==> config.mk <==
export PLATFORM = sky130hd
export DESIGN_NAME = regfile_wb
export DESIGN_NICKNAME = d
export VERILOG_FILES = /design/src/rtl/regfile_wb.sv
export SDC_FILE = /design/constraint.sdc
export NUM_CORES = 2
export LEC_CHECK = 0
export CORE_MARGIN = 3
export CORE_UTILIZATION = 44
export DETAILED_ROUTE_END_ITERATION = 8
export PLACE_DENSITY = 0.68
export SLEW_MARGIN = 20
export SYNTH_ARGS = -nofsm -noshare
export SYNTH_HDL_FRONTEND = slang
export SYNTH_SLANG_ARGS = --single-unit
==> constraint.sdc <==
create_clock -name clk -period 2 [get_ports clk]
set_input_delay 0.3 -clock clk [delete_from_list [all_inputs] [get_ports clk]]
set_output_delay 0.3 -clock clk [all_outputs]
set_load 0.02 [all_outputs]
==> src/rtl/regfile_wb.sv <==
// regfile_wb: 32x32 register file with busy scoreboard; REGFILE_WB_BYPASS_EN enables same-cycle writeback bypass
module regfile_wb #(
    parameter int DATA_W   = 32,
    parameter int ADDR_W   = 5,
    parameter int NUM_REGS = 32
) (
    input  logic              clk,
    input  logic              rst,
    input  logic [ADDR_W-1:0] wb_addr_i,
    input  logic              wb_write_i,
    input  logic [DATA_W-1:0] wb_data_i,
    input  logic [ADDR_W-1:0] rs1_addr_i,
    input  logic [ADDR_W-1:0] rs2_addr_i,
    output logic [DATA_W-1:0] rs1_data_o,
    output logic [DATA_W-1:0] rs2_data_o,
    output logic              rs1_busy_o,
    output logic              rs2_busy_o,
    input  logic              issue_i,
    input  logic [ADDR_W-1:0] issue_rd_i,
    input  logic              issue_wr_i,
    input  logic              flush_i
);
`ifdef REGFILE_WB_BYPASS_EN
    localparam logic BYP = 1'b1;
`else
    localparam logic BYP = 1'b0;
`endif
    logic [DATA_W-1:0]   r_regs [NUM_REGS];
    logic [NUM_REGS-1:0] r_busy;
    logic [NUM_REGS-1:0] w_busy_nxt;
    logic                w_hit1, w_hit2;

    // later assignments take priority: flush > issue set > writeback clear
    always_comb begin
        w_busy_nxt = r_busy;
        if (wb_write_i) w_busy_nxt[wb_addr_i] = 1'b0;
        if (issue_i && issue_wr_i) w_busy_nxt[issue_rd_i] = 1'b1;
        if (flush_i) w_busy_nxt = '0;
        w_busy_nxt[0] = 1'b0;
    end

    always_ff @(posedge clk or negedge rst) begin
        if (!rst) begin
            for (int i = 0; i < NUM_REGS; i++) r_regs[i] <= '0;
            r_busy <= '0;
        end else begin
            if (wb_write_i && wb_addr_i != '0) r_regs[wb_addr_i] <= wb_data_i;
            r_busy <= w_busy_nxt;
        end
    end

    assign w_hit1 = BYP && wb_write_i && wb_addr_i != '0 && wb_addr_i == rs1_addr_i;
    assign w_hit2 = BYP && wb_write_i && wb_addr_i != '0 && wb_addr_i == rs2_addr_i;

    // outputs are forced quiet while reset is held, so the bypass cannot leak wb_data_i
    assign rs1_data_o = (!rst || rs1_addr_i == '0) ? '0 : w_hit1 ? wb_data_i : r_regs[rs1_addr_i];
    assign rs2_data_o = (!rst || rs2_addr_i == '0) ? '0 : w_hit2 ? wb_data_i : r_regs[rs2_addr_i];
    assign rs1_busy_o = rst && !w_hit1 && r_busy[rs1_addr_i];
    assign rs2_busy_o = rst && !w_hit2 && r_busy[rs2_addr_i];
endmodule

# Word-level counts from Yosys, hierarchy flattened
# Cells that the tools add are included.
[totals]
romBits = 0
memories = 0
latch_bits = 0
output_inout_bits = 66
mem_bits_rw = 0
input_bits = 58
ff_bits = 1055
elab_cells = 84
[classes]
muxes = 22
bitwise = 6
order_cmp = 10
n_div = 0
n_eq_ne = 0
reduce_logical = 13
n_addsub = 0
multipliers = 0
shifts = 0
[op_table]
columns = ["cell", "n"]
rows = [
  ["bitwise mux 1024 bit", 1],
  ["binary-select mux 32 bit (select 5 bit)", 2],
  ["two-way mux 32 bit", 10],
  ["demux 32 bit (select 5 bit)", 1],
  ["AND 32 bit", 1],
  ["NOT 32 bit", 1],
  ["bitwise OR 32 bit", 1],
  ["< comparator 5 x 6 -> 1 bit (second input constant)", 4],
  [">= comparator 6 bit (second input constant)", 3],
  ["NOT 5 -> 6 bit", 3],
  ["binary-select mux 1 bit (select 5 bit)", 2],
  ["demux 1 bit (select 5 bit)", 2],
  [">= comparator 5 x 1 -> 1 bit (second input constant)", 2],
  ["zero test 5 bit", 2],
  ["logical AND 1 bit", 7],
  ["< comparator 6 x 1 -> 1 bit (second input constant)", 1],
  ["nonzero test 5 bit", 1],
  ["two-way mux 1 bit", 4],
  ["logical OR 1 bit", 2],
  ["zero test 1 bit", 1],
]

# Logic depth before layout (Yosys ltp)
[logic_depth]
word_depth = 10
depth_mapped = 8

# Least setup slack after synthesis
# Ideal clock, no wire load.
[synth_timing]
kind = "in2out"
from = "input port rs1_addr_i[0]"
to = "output port rs1_data_o[13]"
stages = 7
t_arrival_ps = 1941
setup_slack_ps = -241
required_ps = 1700
cell_sequence = "buf_2 buf_4 buf_2 mux4_2 mux2_2 nand2_1 nand3_1"
[synth_via]
elab_chain_len = 5
elab_cells_between_ends = 7
[synth_rtl]
columns = ["element", "line", "rtl"]
rows = [
  ["start: declaration", "12", "input logic [ADDR_W-1:0] rs1_addr_i,"],
  ["NOT 5 -> 6 bit (not written as such)", "56", "assign rs1_data_o = (!rst || rs1_addr_i == '0) ? '0 : w_hit1 ? wb_data_i : r_regs[rs1_addr_i];"],
  ["binary-select mux 32 bit (select 5 bit)", "56", ""],
  ["two-way mux 32 bit (not written as such) (2 in series)", "56", ""],
  ["two-way mux 32 bit (*)", "56", ""],
  ["end: declaration", "14", "output logic [DATA_W-1:0] rs1_data_o,"],
]
# Mark *: on every way between the ends. The rest lies on a longest branch, timed or not. The select of a mux whose other input is x is not followed.

# Worst setup path after layout
[layout_timing]
from = "register r_busy[16]"
to = "output port rs2_busy_o"
[layout_via]
elab_chain_len = 3
[layout_rtl]
columns = ["element", "line", "rtl"]
rows = [
  ["start: declaration", "29", "logic [NUM_REGS-1:0] r_busy;"],
  ["start signal: assignment", "48", "r_busy <= w_busy_nxt;"],
  ["binary-select mux 1 bit (select 5 bit)", "59", "assign rs2_busy_o = rst && !w_hit2 && r_busy[rs2_addr_i];"],
  ["two-way mux 1 bit (not written as such)", "59", ""],
  ["logical AND 1 bit", "59", ""],
  ["end: declaration", "17", "output logic rs2_busy_o,"],
]
# Every way passes these cells. The select of a mux whose other input is x is not followed.

==> impl_metrics.toml <==
[setup_path]
critPathCaptureType = "output pin"
critPathMaxFanout = 3
r2r_end = "r_busy[16]$_DFF_PN0_"
critPathKind = "reg2out"
rrSetupSlack_ns = 0.98
rr_startpoint = "r_busy[16]$_DFF_PN0_"
worstPathRequired_ns = 1.70
crit_arrival_ns = 2.70
start_kind = "register"
reg2reg_depth = 4

[timing]
worst_slack_ns = -0.9990
clock_skew_ns = 0
fin_crit_sh_pct = 149.9
clock.fmax_ghz = 0.3334
setup_viol = 66
setup_tns_ns = -42.07
worstMarginPinSlew_ns = 0.8402
relSlewSlack_pct = 43.99
finalHoldViolations = 0
slew_violations = 0
period_needed_ns = 2.999
rsz0062_at_grt = "true"

[clocking]
clk_path_buf_depth = 3
cts_made_buffers = 112
htreeDepth = 3
numClockSinks = 1055
clock-root-buffer = "clkbuf_16"
path_clk_slew_ns = 0.06
cts_tree = "done"
clk_latency_ns = 0.73

[worst_hold_path]
hold_class = "in2async"

[detailed_routing]
drtIter0Drc = 3814
viasPerCell = 6.408
dr.pass1.iters = 7
wire_per_inst_um = 30.96
wirelength_mm = 184.8
vias = 38250
ant_nets = 0
drc_errors = 0

[logic_synthesis]
synth_top_cell_by_area = "dfrtp_1"
syn_nets = 3758
syn_area_per_cell_sq_um = 15.17
synth_area_leaders = "dfrtp_1 47%, mux2_2 20%, mux4_2 20%, mux2i_1 3.4%, buf_2 1.6%"
yosys_warnings = 0
seq_area_frac_synth_pct = 47.04
synth-async-reset-ratio_pct = 100.0
synth_seq_cells = 1055
synth_edf_count = 0
synthFlopType = "dfrtp_1"
yosysUniqueCellTypes = 51
synthCells = 3700
syn-cell-area_sq_mm = 0.05612
synth_top_area_share_pct = 47.04

[placement]
gp_congestion = 0.8813
io_buffer_count = 123
dp_cells = 5726
dp_hpwl_mm = 123.8

[status]
status = "complete, but fails checks"
violations = "setup timing"

[global_routing]
grt_max_degree = 171
grt_pass1_wl_mm = 270.6
antenna_found_initial = 7
grt_usage_pct = 27.91
grt_pass1_vias = 39390
grt-ovfl-total = 0

[final_layout]
final_cell_mix = "1055 x dfrtp_1, 995 x mux2_2, 561 x buf_4, 494 x mux4_2, 166 x mux2i_1"
drive_above_1_share_pct = 61.82
fin_cells = 5970
area_growth_pct = 25.03
final_common_cell = "dfrtp_1"
nNetsFinal = 4279

[floorplan]
die_x_um = 363.1
start_util_pct = 44.52
num_rows = 130
die_h_um = 363.1
die_area_sq_mm = 0.1319
ios = 124
core_area_sq_mm = 0.1261

[run]
drv_cap = 0

[pwr]
powerDensity_mw_per_mm2 = 938.9
p_leak_nw = 30.65
ir_drop_mv = 0.8568
-- layout make-up --
cell class	instances	area [sq um]
Clock inverter	35	500.5
Tap cell	1650	2064
Multi-Input combinational cell	2221	29370
Timing Repair Buffer	826	8361
Antenna cell	4	10.01
Fill cell	9851	55890
Inverter	5	18.77
Sequential cell	1055	26400
Clock buffer	174	3450
-- critical path, stage by stage, from the launching register on --
cell and delay, ns:
dfrtp_1 0.42, mux4_2 0.48, mux4_2 0.52, and3_4 0.18, a41o_1 0.23, buf_6 0.14
-- metal layers --
layer  GRT usage, %  vias to the layer above  share of wire (%)
li1               -                    15450                  -
met1          38.95                    20780                 41
met2          43.80                     1620                 47
met3          4.308                      407                7.1
met4          11.78                        0                4.5
met5              0                        -                  0
-- through the flow --
step                utilization (%)  setup WS, ns  hold WS [ns]  power [mW]  cell area (sq um)
floorplan                         -      -0.05244      0.004409       37.24              56960
global placement              51.46       -0.9974        0.2893       42.51              64870
detailed placement            51.46       -0.9835        0.2863       43.08              64870
CTS                           55.34        -1.013       0.07722       65.86              69770
global route                  55.66        -1.008        0.1105       68.41              70160
finish                        55.66       -0.9990        0.1331       65.88              70170
-- logic make-up (layout without fill, tap and decap cells) --
family | Yosys count | count (layout) | share of synthesized area, %
multiplexers | 1698 | 1698 | 43.56
flip-flops | 1055 | 1055 | 47.04
buffers and inverters | 424 | 1040 | 3.480
AO/OA/AOI/OAI | 279 | 279 | 3.674
AND/OR/NAND/NOR | 244 | 244 | 2.243
other | 0 | 4 | 0
-- cell usage after synthesis (all sizes together), types with 7 or more instances --
cell,count
dfrtp,1055
mux2,1011
mux4,494
buf,228
mux2i,193
clkbuf,191
nand2,86
o22ai,48
a22oi,43
nor2,38
nand3,36
o31ai,33
a21oi,28
a32o,24
nor2b,24
o221ai,23
o22a,23
o21ai,18
and2,11
nor3b,10
a2111oi,9
a22o,9
a31oi,9
a2bb2oi,7
and3b,7
nand4,7
-- how the worst max path moves through the flow --
stage | startpoint | end | slack (ns) | cells past startpoint
6_report | r_busy[16]$_DFF_PN0_ | rs2_busy_o | -1.0 | 5
5_1_grt | r_busy[16]$_DFF_PN0_ | rs2_busy_o | -1.01 | 5
4_1_cts | r_busy[16]$_DFF_PN0_ | rs2_busy_o | -1.01 | 5
3_5_place_dp | rs2_addr_i[4] | rs2_data_o[14] | -0.98 | 7
3_3_place_gp | rs2_addr_i[4] | rs2_data_o[14] | -1.0 | 7
2_1_floorplan | rs2_addr_i[2] | rs2_busy_o | -0.05 | 5
-- power breakdown --
part           total, mW  leakage (nW)  switching [mW]  internal (mW)
logic               15.6          15.2            6.15           9.42
clock network       22.2          1.94            9.06           13.1
registers           28.1          13.6            2.82           25.3
-- state kept, by name (all words and copies together) (netlist names) --
register	count
r_regs	1024
r_busy	31
-- repair_timing --
item | CTS | global route
buffers inserted | 21 | 13
resized for setup | 344 | 45
gates cloned | 1 | 3
pin swaps | 59 | 28
hold endpoints to repair | 155 | 0
setup endpoints to repair | 66 | 578
hold buffers | 4 | 0
No activity file was read; power rests on OpenSTA's default activity.
